### src/rtl/ni_dma_if.sv
// ni_dma_if: bundles every non-clock/reset signal of the NoC DMA engine.
//   slave  - the DMA engine side (ni_dma)
//   master - the environment side (CPU control, router link, RAM port B)
// Groups: RX control (rx_*), TX control (tx_*), router link (noc_rx_*, noc_tx_*),
// RAM port B (mem_addr, mem_data, mem_wb, mem_rdata).
interface ni_dma_if #(
    parameter int ADDR_WIDTH = 16
);
    logic                  rx_start;
    logic [ADDR_WIDTH-1:0] rx_base;
    logic                  rx_busy;
    logic                  rx_done;
    logic [15:0]           rx_count;
    logic                  tx_start;
    logic [ADDR_WIDTH-1:0] tx_base;
    logic                  tx_busy;
    logic                  tx_done;
    logic [31:0]           noc_rx_data;
    logic                  noc_rx_valid;
    logic                  noc_rx_ready;
    logic [31:0]           noc_tx_data;
    logic                  noc_tx_valid;
    logic                  noc_tx_ready;
    logic [ADDR_WIDTH-1:0] mem_addr;
    logic [31:0]           mem_data;
    logic [3:0]            mem_wb;
    logic [31:0]           mem_rdata;

    modport slave (
        input  rx_start, rx_base, tx_start, tx_base,
        input  noc_rx_data, noc_rx_valid, noc_tx_ready, mem_rdata,
        output rx_busy, rx_done, rx_count, tx_busy, tx_done,
        output noc_rx_ready, noc_tx_data, noc_tx_valid,
        output mem_addr, mem_data, mem_wb
    );

    modport master (
        output rx_start, rx_base, tx_start, tx_base,
        output noc_rx_data, noc_rx_valid, noc_tx_ready, mem_rdata,
        input  rx_busy, rx_done, rx_count, tx_busy, tx_done,
        input  noc_rx_ready, noc_tx_data, noc_tx_valid,
        input  mem_addr, mem_data, mem_wb
    );
endinterface

### src/rtl/ni_dma.sv
// ni_dma: NoC <-> RAM port B DMA engine.
//   RX: writes a received packet (header + L payload flits) to RAM at rx_base.
//   TX: reads a packet from RAM at tx_base and streams it to the router.
// Ports:
//   clock - system clock, rising edge
//   reset - asynchronous, active-low
//   bus   - ni_dma_if.slave (control, router link, RAM port B)
module ni_dma #(
    parameter int ADDR_WIDTH = 16
) (
    input  logic    clock,
    input  logic    reset,
    ni_dma_if.slave bus
);
    localparam logic [1:0] R_IDLE = 2'd0, R_HDR = 2'd1, R_BODY = 2'd2;
    localparam logic [1:0] T_IDLE = 2'd0, T_HDR = 2'd1, T_WAIT = 2'd2, T_BODY = 2'd3;
    localparam logic [ADDR_WIDTH-1:0] ONE = ADDR_WIDTH'(1);

    // ---------------- RX engine ----------------
    logic [1:0]            rx_state;
    logic [ADDR_WIDTH-1:0] rx_ptr;
    logic [15:0]           rx_left;
    logic [15:0]           rx_cnt;
    logic                  rx_done_q;
    logic                  rx_hs;

    assign bus.noc_rx_ready = (rx_state != R_IDLE);
    assign bus.rx_busy      = (rx_state != R_IDLE);
    assign bus.rx_done      = rx_done_q;
    assign bus.rx_count     = rx_cnt;
    assign rx_hs            = bus.noc_rx_valid & bus.noc_rx_ready;

    always_ff @(posedge clock or negedge reset) begin
        if (!reset) begin
            rx_state  <= R_IDLE;
            rx_ptr    <= '0;
            rx_left   <= '0;
            rx_cnt    <= '0;
            rx_done_q <= 1'b0;
        end else begin
            rx_done_q <= 1'b0;
            case (rx_state)
                R_IDLE: if (bus.rx_start) begin
                    rx_state <= R_HDR;
                    rx_ptr   <= bus.rx_base;
                    rx_cnt   <= '0;
                end
                R_HDR: if (rx_hs) begin
                    rx_ptr  <= rx_ptr + ONE;
                    rx_cnt  <= rx_cnt + 16'd1;
                    rx_left <= bus.noc_rx_data[15:0];
                    if (bus.noc_rx_data[15:0] == 16'd0) begin
                        rx_state  <= R_IDLE;
                        rx_done_q <= 1'b1;
                    end else begin
                        rx_state <= R_BODY;
                    end
                end
                R_BODY: if (rx_hs) begin
                    rx_ptr  <= rx_ptr + ONE;
                    rx_cnt  <= rx_cnt + 16'd1;
                    rx_left <= rx_left - 16'd1;
                    if (rx_left == 16'd1) begin
                        rx_state  <= R_IDLE;
                        rx_done_q <= 1'b1;
                    end
                end
                default: rx_state <= R_IDLE;
            endcase
        end
    end

    // ---------------- TX engine ----------------
    logic [1:0]            tx_state;
    logic [ADDR_WIDTH-1:0] tx_ptr;     // next read address
    logic [15:0]           rd_left;    // body reads still to issue
    logic [16:0]           tx_left;    // flits still to hand to the router (1+L fits 17 bits)
    logic                  inflight;   // read issued last cycle, data on mem_rdata now
    logic                  tx_done_q;
    logic                  tx_issue;
    logic                  room;

    logic [1:0][31:0]      fifo_mem;
    logic                  wr_idx, rd_idx;
    logic [1:0]            fifo_cnt;
    logic                  push, pop;

    assign push = inflight;
    assign pop  = (fifo_cnt != 2'd0) & bus.noc_tx_ready;

    // Occupancy next cycle is cnt + inflight - pop; a read issued now lands
    // then, so it must leave that below 2. Counting the pop keeps 1 flit/cycle.
    assign room = ({1'b0, fifo_cnt} + {2'b0, inflight}) < (3'd2 + {2'b0, pop});

    // RX writes own port B; TX reads only fill idle cycles.
    assign tx_issue = !rx_hs &&
                      ((tx_state == T_HDR) ||
                       (tx_state == T_BODY && rd_left != 16'd0 && room));

    assign bus.tx_busy      = (tx_state != T_IDLE);
    assign bus.tx_done      = tx_done_q;
    assign bus.noc_tx_valid = (fifo_cnt != 2'd0);
    assign bus.noc_tx_data  = (fifo_cnt != 2'd0) ? fifo_mem[rd_idx] : 32'd0;

    always_ff @(posedge clock or negedge reset) begin
        if (!reset) begin
            tx_state  <= T_IDLE;
            tx_ptr    <= '0;
            rd_left   <= '0;
            tx_left   <= '0;
            inflight  <= 1'b0;
            tx_done_q <= 1'b0;
        end else begin
            tx_done_q <= 1'b0;
            inflight  <= tx_issue;
            if (tx_issue) tx_ptr <= tx_ptr + ONE;
            case (tx_state)
                T_IDLE: if (bus.tx_start) begin
                    tx_state <= T_HDR;
                    tx_ptr   <= bus.tx_base;
                end
                T_HDR: if (tx_issue) tx_state <= T_WAIT;
                T_WAIT: begin
                    // header is on mem_rdata and is pushed to the FIFO this cycle
                    rd_left  <= bus.mem_rdata[15:0];
                    tx_left  <= {1'b0, bus.mem_rdata[15:0]} + 17'd1;
                    tx_state <= T_BODY;
                end
                T_BODY: begin
                    if (tx_issue) rd_left <= rd_left - 16'd1;
                    if (pop) begin
                        tx_left <= tx_left - 17'd1;
                        if (tx_left == 17'd1) begin
                            tx_state  <= T_IDLE;
                            tx_done_q <= 1'b1;
                        end
                    end
                end
                default: tx_state <= T_IDLE;
            endcase
        end
    end

    always_ff @(posedge clock or negedge reset) begin
        if (!reset) begin
            fifo_mem <= '0;
            wr_idx   <= 1'b0;
            rd_idx   <= 1'b0;
            fifo_cnt <= 2'd0;
        end else begin
            if (push) begin
                fifo_mem[wr_idx] <= bus.mem_rdata;
                wr_idx           <= ~wr_idx;
            end
            if (pop) rd_idx <= ~rd_idx;
            case ({push, pop})
                2'b10:   fifo_cnt <= fifo_cnt + 2'd1;
                2'b01:   fifo_cnt <= fifo_cnt - 2'd1;
                default: fifo_cnt <= fifo_cnt;
            endcase
        end
    end

    // ---------------- port B mux ----------------
    always_comb begin
        bus.mem_addr = '0;
        bus.mem_data = 32'd0;
        bus.mem_wb   = 4'h0;
        if (rx_hs) begin
            bus.mem_addr = rx_ptr;
            bus.mem_data = bus.noc_rx_data;
            bus.mem_wb   = 4'hF;
        end else if (tx_issue) begin
            bus.mem_addr = tx_ptr;
        end
    end
endmodule
### src/flat_wrapper.sv
// flat-port wrapper written by rule: the top's interface ports become plain ports
module ni_dma_flat 
#(
    parameter int ADDR_WIDTH = 16
)
  (clock, reset, bus_rx_start, bus_rx_base, bus_tx_start, bus_tx_base, bus_noc_rx_data, bus_noc_rx_valid, bus_noc_tx_ready, bus_mem_rdata, bus_rx_busy, bus_rx_done, bus_rx_count, bus_tx_busy, bus_tx_done, bus_noc_rx_ready, bus_noc_tx_data, bus_noc_tx_valid, bus_mem_addr, bus_mem_data, bus_mem_wb);
  ni_dma_if #(.ADDR_WIDTH(ADDR_WIDTH)) bus_i ();
  input  logic clock;
  input  logic reset;
  input wire logic [$bits(bus_i.rx_start)-1:0] bus_rx_start;
  input wire logic [$bits(bus_i.rx_base)-1:0] bus_rx_base;
  input wire logic [$bits(bus_i.tx_start)-1:0] bus_tx_start;
  input wire logic [$bits(bus_i.tx_base)-1:0] bus_tx_base;
  input wire logic [$bits(bus_i.noc_rx_data)-1:0] bus_noc_rx_data;
  input wire logic [$bits(bus_i.noc_rx_valid)-1:0] bus_noc_rx_valid;
  input wire logic [$bits(bus_i.noc_tx_ready)-1:0] bus_noc_tx_ready;
  input wire logic [$bits(bus_i.mem_rdata)-1:0] bus_mem_rdata;
  output wire logic [$bits(bus_i.rx_busy)-1:0] bus_rx_busy;
  output wire logic [$bits(bus_i.rx_done)-1:0] bus_rx_done;
  output wire logic [$bits(bus_i.rx_count)-1:0] bus_rx_count;
  output wire logic [$bits(bus_i.tx_busy)-1:0] bus_tx_busy;
  output wire logic [$bits(bus_i.tx_done)-1:0] bus_tx_done;
  output wire logic [$bits(bus_i.noc_rx_ready)-1:0] bus_noc_rx_ready;
  output wire logic [$bits(bus_i.noc_tx_data)-1:0] bus_noc_tx_data;
  output wire logic [$bits(bus_i.noc_tx_valid)-1:0] bus_noc_tx_valid;
  output wire logic [$bits(bus_i.mem_addr)-1:0] bus_mem_addr;
  output wire logic [$bits(bus_i.mem_data)-1:0] bus_mem_data;
  output wire logic [$bits(bus_i.mem_wb)-1:0] bus_mem_wb;
  assign bus_i.rx_start = bus_rx_start;
  assign bus_i.rx_base = bus_rx_base;
  assign bus_i.tx_start = bus_tx_start;
  assign bus_i.tx_base = bus_tx_base;
  assign bus_i.noc_rx_data = bus_noc_rx_data;
  assign bus_i.noc_rx_valid = bus_noc_rx_valid;
  assign bus_i.noc_tx_ready = bus_noc_tx_ready;
  assign bus_i.mem_rdata = bus_mem_rdata;
  assign bus_rx_busy = bus_i.rx_busy;
  assign bus_rx_done = bus_i.rx_done;
  assign bus_rx_count = bus_i.rx_count;
  assign bus_tx_busy = bus_i.tx_busy;
  assign bus_tx_done = bus_i.tx_done;
  assign bus_noc_rx_ready = bus_i.noc_rx_ready;
  assign bus_noc_tx_data = bus_i.noc_tx_data;
  assign bus_noc_tx_valid = bus_i.noc_tx_valid;
  assign bus_mem_addr = bus_i.mem_addr;
  assign bus_mem_data = bus_i.mem_data;
  assign bus_mem_wb = bus_i.mem_wb;
  ni_dma #(.ADDR_WIDTH(ADDR_WIDTH)) u_core (.clock(clock), .reset(reset), .bus(bus_i));
endmodule
### config.mk
export PLATFORM = sky130hd
export DESIGN_NAME = ni_dma_flat
export DESIGN_NICKNAME = d
export VERILOG_FILES = /design/src/rtl/ni_dma_if.sv /design/src/rtl/ni_dma.sv /design/src/flat_wrapper.sv
export SDC_FILE = /design/constraint.sdc
export NUM_CORES = 1
export LEC_CHECK = 0
export ABC_AREA = 1
export CAP_MARGIN = 20
export CORE_ASPECT_RATIO = 0.7
export CORE_UTILIZATION = 36
export CTS_CLUSTER_DIAMETER = 120
export CTS_CLUSTER_SIZE = 40
export DETAILED_ROUTE_END_ITERATION = 10
export GPL_TIMING_DRIVEN = 1
export PLACE_DENSITY = 0.63
export SYNTH_ARGS = -nofsm -noshare
export SYNTH_HDL_FRONTEND = slang
export SYNTH_SLANG_ARGS = --single-unit
export TNS_END_PERCENT = 5
### constraint.sdc
create_clock -name clock -period 2.07 [get_ports clock]
set_input_delay 0.3105 -clock clock [delete_from_list [all_inputs] [get_ports clock]]
set_output_delay 0.3105 -clock clock [all_outputs]
set_load 0.01 [all_outputs]
=== After elaboration in Yosys (flattened, before gate mapping) ===
Index checks and enable logic that the tools add are counted.
W data, S select, Z words.

* $add $sub $neg: 11
* Multipliers: 0
* Divide/modulo/power cells: 0
* Magnitude comparators: 4
* Eq/ne operators: 19
* Shift-type cells: 0
* Mux-type cells: 46
* Bitwise operators: 4
* Reductions and logical operators: 24

{| class="wikitable"
|+ Operators with widths
! operator !! number
|-
| $mux W16 || 12
|-
| $mux W32 || 5
|-
| $pmux W16 S2 || 4
|-
| $bwmux W64 || 1
|-
| $add A16 B1 Y16 const B || 3
|-
| $pmux W17 S2 || 1
|-
| $demux W32 S1 || 1
|-
| $sub A16 B1 Y16 const B || 2
|-
| $mux W2 || 9
|-
| $add A16 B1 Y17 const B || 1
|-
| $eq A17 B1 Y1 const B || 1
|-
| $mux W17 || 1
|-
| $sub A17 B1 Y17 const B || 1
|-
| $eq A16 B1 Y1 const B || 1
|-
| $logic_not A16 Y1 || 1
|-
| $reduce_bool A16 Y1 || 1
|-
| $ne A2 B1 Y1 const B || 7
|-
| $reduce_bool A2 Y1 || 7
|-
| $eq A2 B2 Y1 const B || 4
|-
| $pmux W2 S4 || 1
|-
| $reduce_and A4 Y1 || 2
|-
| $mux W1 || 7
|-
| $eq A2 B1 Y1 const B || 3
|-
| $ne A2 B2 Y1 const B || 3
|-
| other kinds (20) || 29
|}

* Register bits after elaboration: 172
* Bits in latches: 0
* Memory bits (writable): 0
* ROM bits: 0
* Bits of input ports: 102
* Output and inout bits: 106
* Memories kept: 0

=== Longest topological paths before layout ===
* Word-level depth: 10
* Mapped depth: 13
* Mapped depth without buffers: 12

=== Worst setup path before layout ===
OpenSTA, ideal clock, no wires.

* Path kind: register -> output
* Start point: register u_core.fifo_cnt[0]
* End point: output port bus_mem_addr[0]
* Data arrival time: 1.794 ns
* Setup slack: -0.035 ns
* Cell stages (with the launch flop): 12
* Path buffers: 1
* Cell sequence: dfrtp_1 ha_1 ha_1 nand2_1 nand3_2 nand2_4 nand2_2 buf_2 inv_1 ha_1 nand2_1 o21ai_0

* Word-level cells in the longest chain between the ends: 9

{| class="wikitable"
|+ Ends and longest elaborated chain
! item !! line !! RTL
|-
| start, declared || ni_dma.sv:85 || <nowiki>logic [1:0] fifo_cnt;</nowiki>
|-
| start signal, assigned || ni_dma.sv:157 || <nowiki>2'b10: fifo_cnt <= fifo_cnt + 2'd1;</nowiki>
|-
| start signal, assigned || ni_dma.sv:158 || <nowiki>2'b01: fifo_cnt <= fifo_cnt - 2'd1;</nowiki>
|-
| start signal, assigned || ni_dma.sv:159 || <nowiki>default: fifo_cnt <= fifo_cnt;</nowiki>
|-
| $reduce_bool A2 Y1 || ni_dma.sv:89 || <nowiki>assign pop = (fifo_cnt != 2'd0) & bus.noc_tx_ready;</nowiki>
|-
| $and A1 B1 Y1 || ni_dma.sv:89 ||
|-
| $add A2 B1 Y3 || ni_dma.sv:93 || <nowiki>assign room = ({1'b0, fifo_cnt} + {2'b0, inflight}) < (3'd2 + {2'b0, pop});</nowiki>
|-
| $lt A3 B3 Y1 (*) || ni_dma.sv:93 ||
|-
| $logic_and A1 B1 Y1 (*) || ni_dma.sv:98 || <nowiki>(tx_state == T_BODY && rd_left != 16'd0 && room));</nowiki>
|-
| $logic_or A1 B1 Y1 (*) || ni_dma.sv:97 || <nowiki>((tx_state == T_HDR) ||</nowiki>
|-
| $logic_and A1 B1 Y1 (*) || ni_dma.sv:96 || <nowiki>assign tx_issue = !rx_hs &&</nowiki>
|-
| via u_core.tx_issue || ni_dma.sv:80 || <nowiki>logic tx_issue;</nowiki>
|-
| $mux W16 (*) || ni_dma.sv:173 || <nowiki>end else if (tx_issue) begin</nowiki>
|-
| $mux W16 (*) || ni_dma.sv:169 || <nowiki>if (rx_hs) begin</nowiki>
|-
| end, declared || flat_wrapper.sv:26 || <nowiki>output wire logic [$bits(bus_i.mem_addr)-1:0] bus_mem_addr;</nowiki>
|}

The timed path passes the listed nets; every way through them passes the cells marked *.

=== Final worst setup path ===
* Start point: register u_core.fifo_cnt[0]
* End point: output port bus_mem_addr[9]

* Word-level cells in the longest chain between the ends: 9

{| class="wikitable"
|+ Ends and longest elaborated chain
! item !! line
|-
| $reduce_bool A2 Y1 || ni_dma.sv:89
|-
| $and A1 B1 Y1 || ni_dma.sv:89
|-
| $add A2 B1 Y3 || ni_dma.sv:93
|-
| $lt A3 B3 Y1 (*) || ni_dma.sv:93
|-
| $logic_and A1 B1 Y1 (*) || ni_dma.sv:98
|-
| $logic_or A1 B1 Y1 (*) || ni_dma.sv:97
|-
| $logic_and A1 B1 Y1 (*) || ni_dma.sv:96
|-
| $mux W16 (*) || ni_dma.sv:173
|-
| $mux W16 (*) || ni_dma.sv:169
|}

Mark *: on every way between the ends. The rest lies on a longest branch, timed or not.

==> run metrics <==
outcome=finished, violations left; failing checks=design-rule violations, negative setup slack; delay-heaviest family, CP=flip-flops; Clk Latency, worst-skew pair=0.45 ns; Yosys top cell area share=0.407; Final nets=1,915; CP Data Required Time=1.76 ns; Worst-path clk slew=0.07 ns; post-DP HPWL=24,400 um; I/O Buffers=207; die width=207 um; GP Congestion=0.929; ANT cells=0; Worst-Margin Slew=0.506 ns; WP data arrival=1.99 ns; Synth Net Count=1,642; CP Buf/Inv Count=2; number of core rows=52; syn avg cell area=6.96 sq um; WL/cell=15.2 um; TritonCTS Buffers=17; Residual DRC=12; Final Cycle Share=1.11; Final ANT Viol Nets=0; max-slew violations=0; critical path's largest stage delay=0.40 ns; Critical Path Stages=9; Final Util=0.496; first-pass GRT wire length=52,800 um; Fmax=434 MHz; Worst setup EP type=output port; Yosys reg bits=172; RSZ-0062 raised after global routing=yes; synth top area cells=dfrtp_1, nand2_1, o21ai_0, inv_1, nand3_1; Post-Route WL=33,100 um; Max Buffers Root-to-Sink=2; warning count from the yosys run=0; Post-synth EDFFs=0; vias in the first global route=10,100; full die area=0.0301 sq mm; Post-synth ARST share=1.00; post-layout minimum cycle time=2.30 ns; Leakage=7.02 nW; Via density=5.06; Pre-Repair DR Iteration Count=9; most used cell, CP=nand2_4; Syn Std Cell Area=0.0106 sq mm; CTS tree=built; CP Cell Sequence=ha_2 -> ha_4 -> nor2_4 -> nand3_2 -> nand2_4 -> nand2_4 -> buf_12 -> o22ai_2 -> buf_2; initial core utilization=0.366; Total GRT Usage=0.222; setup ws final=-0.234 ns; die height=145 um; post-synthesis sequential area ratio=0.407; Starting DRT DRC Count=1,038; Worst Setup Path Type=flop to output port; Hold WC Path Type=input pin to async pin; cell taking the most area after synthesis=dfrtp_1; Rel. slew slack=0.663; CP Launch Type=flop; io pins=208; synth cell count leaders=nand2_1, inv_1, dfrtp_1; count leader, synth=nand2_1; root buf cell=clkbuf_16; critical path peak fanout=22; pre-CTS setup slack=-0.551 ns; PD cells=1500 mW/mm^2; Area growth, synth to finish=35.5%; Reg2Reg Depth=11; grt ovf=0; layout cells sized above 1=0.151; Filler cells=2,870; post-synth cell types=43; Peak VDD IR=0.000723 V; Worst path slowest cell=dfrtp_1; max-cap viol count=0; antenna violations before repair=0; Core Area=0.0289 sq mm; largest net degree at the start of global routing=64; via count=11,000; Gate Count Post-Synth=1,518; Clock Sinks=172; Final Skew=0.0109 ns; Final setup viols=16; htree depth=4; final hold vios=0; most common flop cell mapped by yosys=dfrtp_1
## placed cells by master (no fill, tap or decap), types with 6 or more instances in the layout
| cell | instances |
|---|---|
| clkbuf_16 | 17 |
| xnor2_1 | 6 |
| dlygate4sd2_1 | 27 |
| nor2_1 | 141 |
| clkbuf_2 | 23 |
| o22ai_1 | 8 |
| inv_2 | 11 |
| nand3_1 | 118 |
| nand2_1 | 399 |
| a21oi_1 | 69 |
| or2_2 | 11 |
| nor3_1 | 20 |
| buf_12 | 10 |
| buf_4 | 98 |
| clkdlybuf4s50_1 | 118 |
| nand4_1 | 26 |
| inv_1 | 185 |
| buf_2 | 32 |
| o21ai_1 | 19 |
| dfrtp_1 | 171 |
| o211ai_1 | 11 |
| o22ai_2 | 12 |
| a22oi_1 | 8 |
| ha_1 | 17 |
| o21ai_0 | 145 |
| xor2_1 | 17 |
## state kept, by name, indices dropped and copies added, names as in the netlist, 2 cells and up
| name | cells |
|---|---|
| u_core.fifo_mem | 64 |
| u_core.tx_left | 17 |
| u_core.bus.rx_count | 16 |
| u_core.rd_left | 16 |
| u_core.rx_left | 16 |
| u_core.rx_ptr | 16 |
| u_core.tx_ptr | 16 |
| u_core.fifo_cnt | 2 |
| u_core.rx_state | 2 |
| u_core.tx_state | 2 |
## cell type report
| type | count | area (sq um) | area share |
|---|---|---|---|
| clock inverters | 12 | 163 | 0.0114 |
| well taps | 378 | 473 | 0.0330 |
| flip-flops and latches | 172 | 4310 | 0.300 |
| repair buffers | 319 | 2750 | 0.192 |
| clock buffers | 20 | 447 | 0.0312 |
| inverters | 197 | 742 | 0.0518 |
| multi-input cells | 1084 | 5450 | 0.380 |
## power by group
group,switching (W),total [W],internal [W]
combinational,0.00724,0.0121,0.00483
sequential,0.00114,0.00608,0.00494
clock,0.00141,0.00335,0.00194
total,0.00979,0.0215,0.0117
## final timing paths
kind	from	end	slack, ns
max	u_core.fifo_cnt[0]$_DFFE_PN0P_	bus_mem_addr[9]	-0.23
min	reset	u_core.fifo_mem[62]$_DFFE_PN0P_	0.40
max reg2reg	u_core.rx_state[0]$_DFFE_PN0P_	u_core.tx_ptr[13]$_DFF_PN0_	0.15
min reg2reg	u_core.fifo_mem[32]$_DFFE_PN0P_	u_core.fifo_mem[32]$_DFFE_PN0P_	0.49
max in group asynchronous	reset	u_core.tx_left[13]$_DFFE_PN0P_	1.02
min in group clock	bus_tx_base[0]	u_core.tx_ptr[0]$_DFF_PN0_	0.41
## layer usage
metal  up-vias  global-route usage  share of wire
met3        18              0.0502          0.072
met4         0              0.0412         0.0076
met2       380               0.312           0.42
li1       5463                   -              -
met1      5182               0.344           0.50
met5         -                   0              0
## logic make-up after synthesis
| family | synth area share |
|---|---|
| adder cells (fa/ha/maj) | 0.0260 |
| buffers and inverters | 0.0981 |
| AO/OA/AOI/OAI | 0.150 |
| AND/OR/NAND/NOR | 0.299 |
| flip-flops | 0.407 |
| XOR/XNOR | 0.0191 |
## stage by stage
| step | std cells | hold slack, ns | instance area (sq um) | setup TNS [ns] | power, W |
|---|---|---|---|---|---|
| after floorplan | 1518 | 0.0149 | 10600 | 0 | 0.0130 |
| after global placement | 2143 | 0.299 | 13700 | -13.54 | 0.0180 |
| after detailed placement | 2143 | 0.306 | 13700 | -13.75 | 0.0182 |
| after CTS | 2181 | 0.389 | 14400 | -4.62 | 0.0215 |
| after global routing | 2182 | 0.399 | 14300 | -7.24 | 0.0234 |
| final | 2182 | 0.396 | 14300 | -3.46 | 0.0215 |
## repair_timing
action,in CTS,in global routing
endpoints found under the hold margin,47,0
pin swaps,8,1
buffers inserted,5,1
hold buffers,1,0
endpoints found under the setup margin,88,111
gates resized for setup,249,50
(Power assumes the default switching activity.)
